File: src/rtl/hdc_pkg.sv
// Shared hyperdimensional-computing package.
// Provides the default hypervector width, the hypervector type and the
// bundle-window sequencer state encoding.
// No ports (package).
package hdc_pkg;

  localparam int DIMENSIONS = 5;

  typedef logic [DIMENSIONS-1:0] hv_t;

  typedef enum logic [1:0] {
    FILL   = 2'd0,
    BUNDLE = 2'd1,
    OUT    = 2'd2
  } bundle_state_t;

endpackage : hdc_pkg

File: src/rtl/bundler_ch_v2.sv
// Per-channel majority bundler (purely combinational).
// Each output bit is the majority of the corresponding bits of the NUM_HVS
// input hypervectors. An even split resolves to 1, so with even NUM_HVS a bit
// is set when at least half of the inputs have it set.
// Ports:
//   hv_array  input  NUM_HVS x DIMENSIONS  hypervectors to bundle
//   hvout     output DIMENSIONS            bundled hypervector
module bundler_ch_v2 #(
  parameter int DIMENSIONS = 5,
  parameter int NUM_HVS    = 4
) (
  input  logic [DIMENSIONS-1:0] hv_array [NUM_HVS],
  output logic [DIMENSIONS-1:0] hvout
);

  localparam int CW = $clog2(NUM_HVS + 1);

  logic [CW-1:0] ones_s;

  // Per-bit population count followed by a "at least half" threshold.
  always_comb begin
    hvout  = '0;
    ones_s = '0;
    for (int d = 0; d < DIMENSIONS; d++) begin
      ones_s = '0;
      for (int i = 0; i < NUM_HVS; i++) begin
        ones_s = ones_s + {{(CW-1){1'b0}}, hv_array[i][d]};
      end
      // 2*ones >= NUM_HVS: strict majority for odd windows, tie -> 1 for even.
      hvout[d] = ({ones_s, 1'b0} >= (CW+1)'(NUM_HVS));
    end
  end

endmodule : bundler_ch_v2

File: src/rtl/bundle_window_ctrl.sv
// Window sequencer for the per-channel majority bundler.
// Collects NUM_HVS hypervectors (slot[0] = oldest) over a valid/ready
// handshake, bundles them in one cycle and holds the registered result for
// the downstream stage until it is accepted.
// Ports:
//   clk        input   system clock, rising edge
//   rst_n      input   asynchronous active-low reset
//   in_hv      input   incoming hypervector
//   in_valid   input   in_hv valid
//   in_ready   output  controller can accept in_hv this cycle
//   flush      input   discard a partially filled window (FILL only)
//   out_hv     output  registered bundled hypervector
//   out_valid  output  out_hv valid
//   out_ready  input   downstream accepts out_hv
//   fill_cnt   output  slots currently filled (0..NUM_HVS)
// Optional macro BUNDLE_WINDOW_CNT_EN adds:
//   win_cnt    output  completed output handshakes, 16-bit wrapping
//   flush_drop output  one-cycle pulse after a flush that discarded data
module bundle_window_ctrl
  import hdc_pkg::*;
#(
  parameter  int DIMENSIONS = hdc_pkg::DIMENSIONS,
  parameter  int NUM_HVS    = 4,
  localparam int CNT_W      = $clog2(NUM_HVS + 1)
) (
  input  logic                  clk,
  input  logic                  rst_n,
  input  logic [DIMENSIONS-1:0] in_hv,
  input  logic                  in_valid,
  output logic                  in_ready,
  input  logic                  flush,
  output logic [DIMENSIONS-1:0] out_hv,
  output logic                  out_valid,
  input  logic                  out_ready,
  output logic [CNT_W-1:0]      fill_cnt
`ifdef BUNDLE_WINDOW_CNT_EN
  ,
  output logic [15:0]           win_cnt,
  output logic                  flush_drop
`endif
);

  bundle_state_t         state_r;
  bundle_state_t         state_s;
  logic [CNT_W-1:0]      fill_cnt_r;
  logic [DIMENSIONS-1:0] slot_r [NUM_HVS];
  logic [DIMENSIONS-1:0] out_hv_r;
  logic                  out_valid_r;
  logic [DIMENSIONS-1:0] bundle_s;
  logic                  in_ready_s;
  logic                  accept_s;
  logic                  handshake_s;
  logic                  flush_s;

  bundler_ch_v2 #(
    .DIMENSIONS (DIMENSIONS),
    .NUM_HVS    (NUM_HVS)
  ) u_bundler (
    .hv_array (slot_r),
    .hvout    (bundle_s)
  );

  // Next-state and handshake decode.
  always_comb begin
    state_s     = state_r;
    in_ready_s  = 1'b0;
    accept_s    = 1'b0;
    handshake_s = 1'b0;
    flush_s     = 1'b0;
    case (state_r)
      FILL: begin
        // Held low while in reset so nothing upstream believes it was taken.
        in_ready_s = rst_n & ~flush;
        accept_s   = in_valid & in_ready_s;
        flush_s    = flush;
        if (accept_s && (fill_cnt_r == CNT_W'(NUM_HVS - 1))) begin
          state_s = BUNDLE;
        end else begin
          state_s = FILL;
        end
      end
      BUNDLE: begin
        state_s = OUT;
      end
      OUT: begin
        handshake_s = out_valid_r & out_ready;
        if (handshake_s) begin
          state_s = FILL;
        end else begin
          state_s = OUT;
        end
      end
      default: begin
        state_s = FILL;
      end
    endcase
  end

  // State register.
  always_ff @(posedge clk or negedge rst_n) begin
    if (!rst_n) begin
      state_r <= FILL;
    end else begin
      state_r <= state_s;
    end
  end

  // Fill counter: cleared by flush or output handshake, bumped on accept.
  always_ff @(posedge clk or negedge rst_n) begin
    if (!rst_n) begin
      fill_cnt_r <= '0;
    end else if (flush_s || handshake_s) begin
      fill_cnt_r <= '0;
    end else if (accept_s) begin
      fill_cnt_r <= fill_cnt_r + CNT_W'(1);
    end
  end

  // Slot buffer written in arrival order; stale contents are never cleared.
  always_ff @(posedge clk or negedge rst_n) begin
    if (!rst_n) begin
      for (int i = 0; i < NUM_HVS; i++) begin
        slot_r[i] <= '0;
      end
    end else begin
      for (int i = 0; i < NUM_HVS; i++) begin
        if (accept_s && (fill_cnt_r == CNT_W'(i))) begin
          slot_r[i] <= in_hv;
        end
      end
    end
  end

  // Output register: captured in BUNDLE, held until the handshake.
  always_ff @(posedge clk or negedge rst_n) begin
    if (!rst_n) begin
      out_hv_r    <= '0;
      out_valid_r <= 1'b0;
    end else if (state_r == BUNDLE) begin
      out_hv_r    <= bundle_s;
      out_valid_r <= 1'b1;
    end else if (handshake_s) begin
      out_valid_r <= 1'b0;
    end
  end

  assign in_ready  = in_ready_s;
  assign out_hv    = out_hv_r;
  assign out_valid = out_valid_r;
  assign fill_cnt  = fill_cnt_r;

`ifdef BUNDLE_WINDOW_CNT_EN
  logic [15:0] win_cnt_r;
  logic        flush_drop_r;

  // Window counter and discarded-flush pulse.
  always_ff @(posedge clk or negedge rst_n) begin
    if (!rst_n) begin
      win_cnt_r    <= 16'd0;
      flush_drop_r <= 1'b0;
    end else begin
      if (handshake_s) begin
        win_cnt_r <= win_cnt_r + 16'd1;
      end
      flush_drop_r <= flush_s & (fill_cnt_r != '0);
    end
  end

  assign win_cnt    = win_cnt_r;
  assign flush_drop = flush_drop_r;
`else
  // Statistics outputs are not built in this configuration.
`endif

endmodule : bundle_window_ctrl

File: config.mk
export PLATFORM = sky130hd
export DESIGN_NAME = bundle_window_ctrl
export DESIGN_NICKNAME = d
export VERILOG_FILES = /design/src/rtl/hdc_pkg.sv /design/src/rtl/bundler_ch_v2.sv /design/src/rtl/bundle_window_ctrl.sv
export SDC_FILE = /design/constraint.sdc
export NUM_CORES = 1
export LEC_CHECK = 0
export ABC_AREA = 0
export CAP_MARGIN = 20
export CORE_UTILIZATION = 53
export DETAILED_ROUTE_END_ITERATION = 6
export PLACE_DENSITY = 0.77
export SLEW_MARGIN = 10
export SYNTH_ARGS = -nofsm -noshare
export SYNTH_HDL_FRONTEND = slang
export SYNTH_SLANG_ARGS = --single-unit
export TNS_END_PERCENT = 50
File: constraint.sdc
create_clock -name clk -period 2.4 [get_ports clk]
set_input_delay 0.48 -clock clk [delete_from_list [all_inputs] [get_ports clk]]
set_output_delay 0.48 -clock clk [all_outputs]
set_load 0.005 [all_outputs]
==> impl_results.md, run 1 <==
- Initial drt markers: 19
- CTS sink cnt: 31
- Die Ht: 55.2 µm
- Ys flop type: dfrtp_1
- Post-DP HPWL: 1.95 mm
- Hold slack: 0.317 ns
- Hold WC Path Type: input pin to async pin
- Antenna violation net count after detailed routing: 0
- Final clock period utilization by the worst path: 0.970
- Num rows: 18
- WL final: 2.66 mm
- Syn Std Cell Area: 1500 µm²
- IO Count: 20
- Pre-CTS worst setup slack: -0.0989 ns
- Setup total negative slack: 0 ns
- Gate Count Post-Synth: 113
- Initial Util: 0.584
- CTS Buf Count: 5
- PortBufs: 19
- Initial antenna violation count: 0
- Post-Synth XOR/XNOR Area: 0
- Clock root cell: clkbuf_4
- Slew HR: 0.724
- First-pass DRT Iterations: 4
- Synth Area per Inst: 13.3 µm²
- Max FO, Critical Path: 2
- Clk_lat worst skew: 0.32 ns
- Fmax: 429 MHz
- DRC: 0
- Yosys reg bits: 31
- Max_cap viols: 0
- Kind of critical path: input pin to primary output
- RSZ-0062 raised after global routing: no
- Vias in the first global route: 1013
- Routed length per instance: 15.5 µm
- Largest cells by area after synthesis: dfrtp_1 (52%), mux2_2 (14%), ha_1 (13%)
- Tot GR Track Use: 0.198
- First-pass GRT wire length: 4.49 mm
- Main combinational cell family by area after synthesis: multiplexers
- CTS tree: yes
- Post-synthesis compound-gate area fraction: 0.0742
- Maximum VDD drop: 0.339 mV
- Util after Layout: 0.700
- Core Box Area: 2570 µm²
- Die width: 55.2 µm
- Minimum clock period: 2.33 ns
- Number of synthesized flops with an enable pin: 0
- WP data arrival: 1.85 ns
- Post-synthesis simple-gate area fraction: 0.107
- Layout cells sized above 1: 0.255
- Area share of fa/ha/maj cells after synthesis: 0.125
- Final Max Tran Viols: 0
- Post-synth top area cell: dfrtp_1
- Clk_skew: 0.00241 ns
- Ant. Diodes: 0
- PD cells: 457 nW/µm²
- Seq/Total Area, Yosys: 0.517
- Final critical-path setup slack: 0.0712 ns
- Multiplexer share of the synthesized area: 0.150
- Setup-failing EPs final: 0
- Synth cell types: 19
- Leakage: 0.000893 µW
- Grt total ovfl: 0
- Synth async-reset ratio: 1.00
- Largest net degree at the start of global routing: 32
- Synth-to-layout area growth: 19.8%
- Via count: 974
- Yosys Warn Count: 0
- Syn nets: 138
- Startpoint types: input pin
- Clock transition at path regs: 0.08 ns
- Synth top area share: 0.517
- Via density: 5.70
- Status: completed
- Final hold vios: 0
- Gpl congestion: 0.856
- Die area: 3050 µm²
- Critical Path Sink Type: primary output
- Slew @ Worst Pin: 0.412 ns
- CP Data Required Time: 1.92 ns
- Layout Nets: 167
- Max clock buf depth: 2
- Max H-tree Level: 2
-- flip-flops by register name, summed over array words and instances (netlist names) --
signal     flops
state_r        2
slot_r        20
out_valid      1
out_hv         5
fill_cnt       3
-- final timing paths --
kind | start | slack [ns] | endpoint | cells after the start
worst min register to register | out_hv[3] | 0.48 | out_hv[3] | 2
min in group clk | out_hv[3] | 0.48 | out_hv[3] | 2
max in group asynchronous | rst_n | 1.78 | state_r[1] | 2
worst max register to register | state_r[0] | 0.54 | slot_r[17] | 5
worst max-delay path | flush | 0.07 | in_ready | 4
worst min-delay path | rst_n | 0.32 | out_valid | 2
-- placed cells by master, fill, tap and decap left out --
master and count:
a211oi_1 5, a21oi_1 6, a311oi_1 1, buf_4 5, clkbuf_1 1, clkbuf_4 5
clkdlybuf4s50_1 17, clkinv_4 1, dfrtp_1 30, dfrtp_2 1, dlygate4sd2_1 2, ha_1 15
inv_1 6, mux2_1 1, mux2_2 19, nand2_1 8, nand2b_1 2, nand3_1 3
nand3_4 1, nand3b_1 1, nand4_4 3, o21ai_0 7, or4b_4 1
-- through the flow --
stage | power, µW | instances | instance area, µm²
after detailed placement | 573 | 163 | 1740
after CTS | 835 | 170 | 1790
final | 820 | 171 | 1800
after global placement | 572 | 163 | 1740
after floorplan | 540 | 113 | 1500
after global routing | 865 | 171 | 1800
-- kinds of logic (layout without fill, tap and decap cells) --
kind of cell             Yosys count  in the layout
flip-flops                        31             31
multiplexers                      20             20
AO/OA/AOI/OAI                     19             19
AND/OR/NAND/NOR                   19             19
adder cells (fa/ha/maj)           15             15
buffers and inverters              9             37
-- metal layers --
layer / global-route usage / part of all wire
met5: 0 / 0
met4: 0.129 / 0.029
met2: 0.322 / 0.51
met3: 0.0562 / 0.053
met1: 0.226 / 0.41
-- what timing repair did --
| action | 4_1_cts | 5_1_grt |
|---|---|---|
| hold buffers | 0 | 0 |
| gates resized for setup | 2 | 1 |
| setup endpoints to repair | 1 | 1 |
| cloned | 0 | 0 |
| buffers inserted | 1 | 1 |
| pin swaps | 1 | 0 |
-- cells in the mapped netlist (2+ instances only) --
cell type and instances:
a211oi_1 5, a21oi_1 6, dfrtp_1 31, ha_1 15, inv_1 6, mux2_2 19, nand2_1 8, nand2b_1 2
nand3_1 3, nand4_4 3, o21ai_0 7
-- worst max-delay path, stage by stage --
cell	delay [ns]
dlygate4sd2_1	0.25
or4b_4	0.57
clkinv_4	0.06
clkdlybuf4s50_1	0.49
-- final cells by class --
cell class,instances,area [µm²]
clock buffer,6,41.3
fill,192,771
inverter,7,31.3
multi-input combinational,73,684
sequential,31,777
tap,30,37.5
timing repair buffer,24,225
-- power by group --
part           total (µW)  internal, µW  switching (µW)
sequential            523           522           0.360
clock                 260           104             156
combinational        37.8          16.4            21.4
(Power assumes the default switching activity.)
==> run 2: changes to the inputs <==
Settings changed: ABC_AREA 0 to default.
==> results of run 2 <==
Same layout as run 1: the final DEF is identical, and so are final timing and power.
==> run 3: changes to the inputs <==
Settings changed: CTS_CLUSTER_SIZE from default to 25, PLACE_DENSITY 0.77 to 0.83, SETUP_SLACK_MARGIN from default to 0.3.
==> impl_results.md, run 3 (synthesis results as in run 1) <==
- Status: completed
- Max reg flops: 20 (unchanged)
- Kind of critical path: input pin to primary output
- Hold buffers post-CTS: 0 (unchanged)
- Worst reg2reg path depth: 5 (unchanged)
- Ant. Diodes: 0 (unchanged)
- Fmax: 485 MHz (+13%)
- Hold slack: 0.332 ns (+0.0152 ns)
- Clk_lat worst skew: 0.32 ns (about the same)
- Reg2Reg Launch Point: state_r[0]
- Busiest layer in global routing: met2
- Die Ht: 55.2 µm (unchanged)
- Maximum VDD drop: 0.419 mV (+23%)
- Largest Register: slot_r
- CP cell instances: dlygate4sd2_1 -> or4b_4 -> clkinv_4 -> dlygate4sd2_1
- Final hold vios: 0 (unchanged)
- Antenna violation net count after detailed routing: 0 (unchanged)
- PD cells: 541 nW/µm² (+19%)
- Tot GR Track Use: 0.192 (-0.00543)
- IO Count: 20 (unchanged)
- First-pass GRT wire length: 4.47 mm (-0.45%)
- DRC: 0 (unchanged)
- Slowest cell on the critical path: or4b_4
- CP Data Required Time: 1.92 ns (about the same)
- Vias in the first global route: 991 (-2.2%)
- Setup crit end: in_ready
- Core Box Area: 2570 µm² (unchanged)
- Post-DP HPWL: 1.93 mm (-1.2%)
- Most frequent cells in the layout: dfrtp_1 (31), mux2_2 (19), clkdlybuf4s50_1 (16)
- Layout cells sized above 1: 0.255 (unchanged)
- Gpl congestion: 0.733 (-14%)
- Hold WC Path Type: input pin to async pin
- R2r endpoint: slot_r[17]
- Total power: 988 µW (+20%)
- Slew @ Worst Pin: 0.517 ns (+0.105 ns)
- Most common cell after layout, fill and taps aside: dfrtp_1
- Setup-failing EPs final: 0 (unchanged)
- Met3 usage: 0.0562 (unchanged)
- Final Instance Area: 1820 µm² (+1.5%)
- Via density: 5.61 (-1.5%)
- Routed length per instance: 15.5 µm (-0.26%)
- Clock transition at path regs: 0.11 ns (+0.03 ns)
- Max_cap viols: 0 (unchanged)
- WL final: 2.65 mm (-0.26%)
- Grt total ovfl: 0 (unchanged)
- Initial Util: 0.584 (unchanged)
- Critical Path Sink Type: primary output
- GRT met2 Usage: 0.337 (+0.0155)
- Largest net degree at the start of global routing: 32 (unchanged)
- RSZ-0062 raised after global routing: no
- Initial antenna violation count: 0 (unchanged)
- Worst path bufs/invs: 3 (unchanged)
- Critical Path Start: flush
- Max clock buf depth: 2 (unchanged)
- Num rows: 18 (unchanged)
- CP max stage delay: 0.57 ns (about the same)
- CTS tree: yes
- Slew HR: 0.654 (-0.0699)
- Area after DPL: 1730 µm² (-0.43%)
- Die area: 3050 µm² (unchanged)
- Clock root cell: clkbuf_4
- Top delay family on crit path: simple AND/OR/NAND/NOR gates
- Max H-tree Level: 2 (unchanged)
- Setup total negative slack: 0 ns (unchanged)
- Synth-to-layout area growth: 21.6%
- Leakage: 0.000913 µW (+2.3%)
- Die width: 55.2 µm (unchanged)
- Minimum clock period: 2.06 ns (-0.266 ns)
- Clk_skew: 0.0121 ns (+0.00965 ns)
- Final Max Tran Viols: 0 (unchanged)
- Most used cell, CP: dlygate4sd2_1
- PortBufs: 19 (unchanged)
- Cell depth of the worst setup path: 4 (unchanged)
- Initial drt markers: 12 (-7)
- Max FO, Critical Path: 3 (+1)
- CTS Buf Count: 5 (unchanged)
- CTS sink cnt: 31 (unchanged)
- Startpoint types: input pin
- Final clock period utilization by the worst path: 0.860 (-0.111)
- Layout Nets: 165 (-1.2%)
- WP data arrival: 1.58 ns (-0.27 ns)
- Met1 GRT Util: 0.224 (-0.00275)
- First-pass DRT Iterations: 4 (unchanged)
- FF-to-FF setup slack: 0.51 ns (-0.03 ns)
- Via count: 959 (-1.5%)
[run 3: stage by stage]
| step | cells | worst slack [ns] | util |
|---|---|---|---|
| global route | 171 | 0.305 | 0.711 |
| detailed placement | 162 | -0.0952 | 0.675 |
| floorplan | 113 | 0.710 | - |
| global placement | 162 | -0.120 | 0.675 |
| finish | 171 | 0.337 | 0.711 |
| CTS | 171 | 0.334 | 0.711 |
[run 3: report_power, final]
part	switching (µW)	internal, µW
combinational	21.6	15.4
sequential	0.350	522
clock	182	246
[run 3: worst reg2reg max path, delay by kind of cell (launching register included)]
family,cells,cell delay [ns]
buffers and inverters,2,0.25
DFF,1,0.43
muxes,1,0.37
and+or+nand+nor,2,0.72
[run 3: how the worst min path moves through the flow]
stage / startpoint / to / depth (start not counted)
final: rst_n / slot_r[11] / 2
after global routing: rst_n / slot_r[12] / 2
after CTS: rst_n / slot_r[11] / 2
after detailed placement: out_hv[0] / out_hv[0] / 2
after global placement: out_hv[4] / out_hv[4] / 2
after floorplan: rst_n / fill_cnt[0] / 0
[run 3: metal layers]
metal,part of all wire,vias up
met5,0,-
met4,0.0079,0
li1,-,468
met2,0.51,24
met1,0.44,464
met3,0.049,3
[run 3: timing repair]
| item | CTS | global route |
|---|---|---|
| setup buffers | 1 | 0 |
| endpoints found under the setup margin | 1 | 0 |
| gates resized for setup | 3 | 0 |
[run 3: cell type report]
type	count	area, µm²
sequential	31	776
fill	196	743
clock inverter	2	35.0
multi-input combinational	73	684
timing repair buffer	22	209
tap	30	37.5
clock buffer	6	51.3
inverter	7	31.3
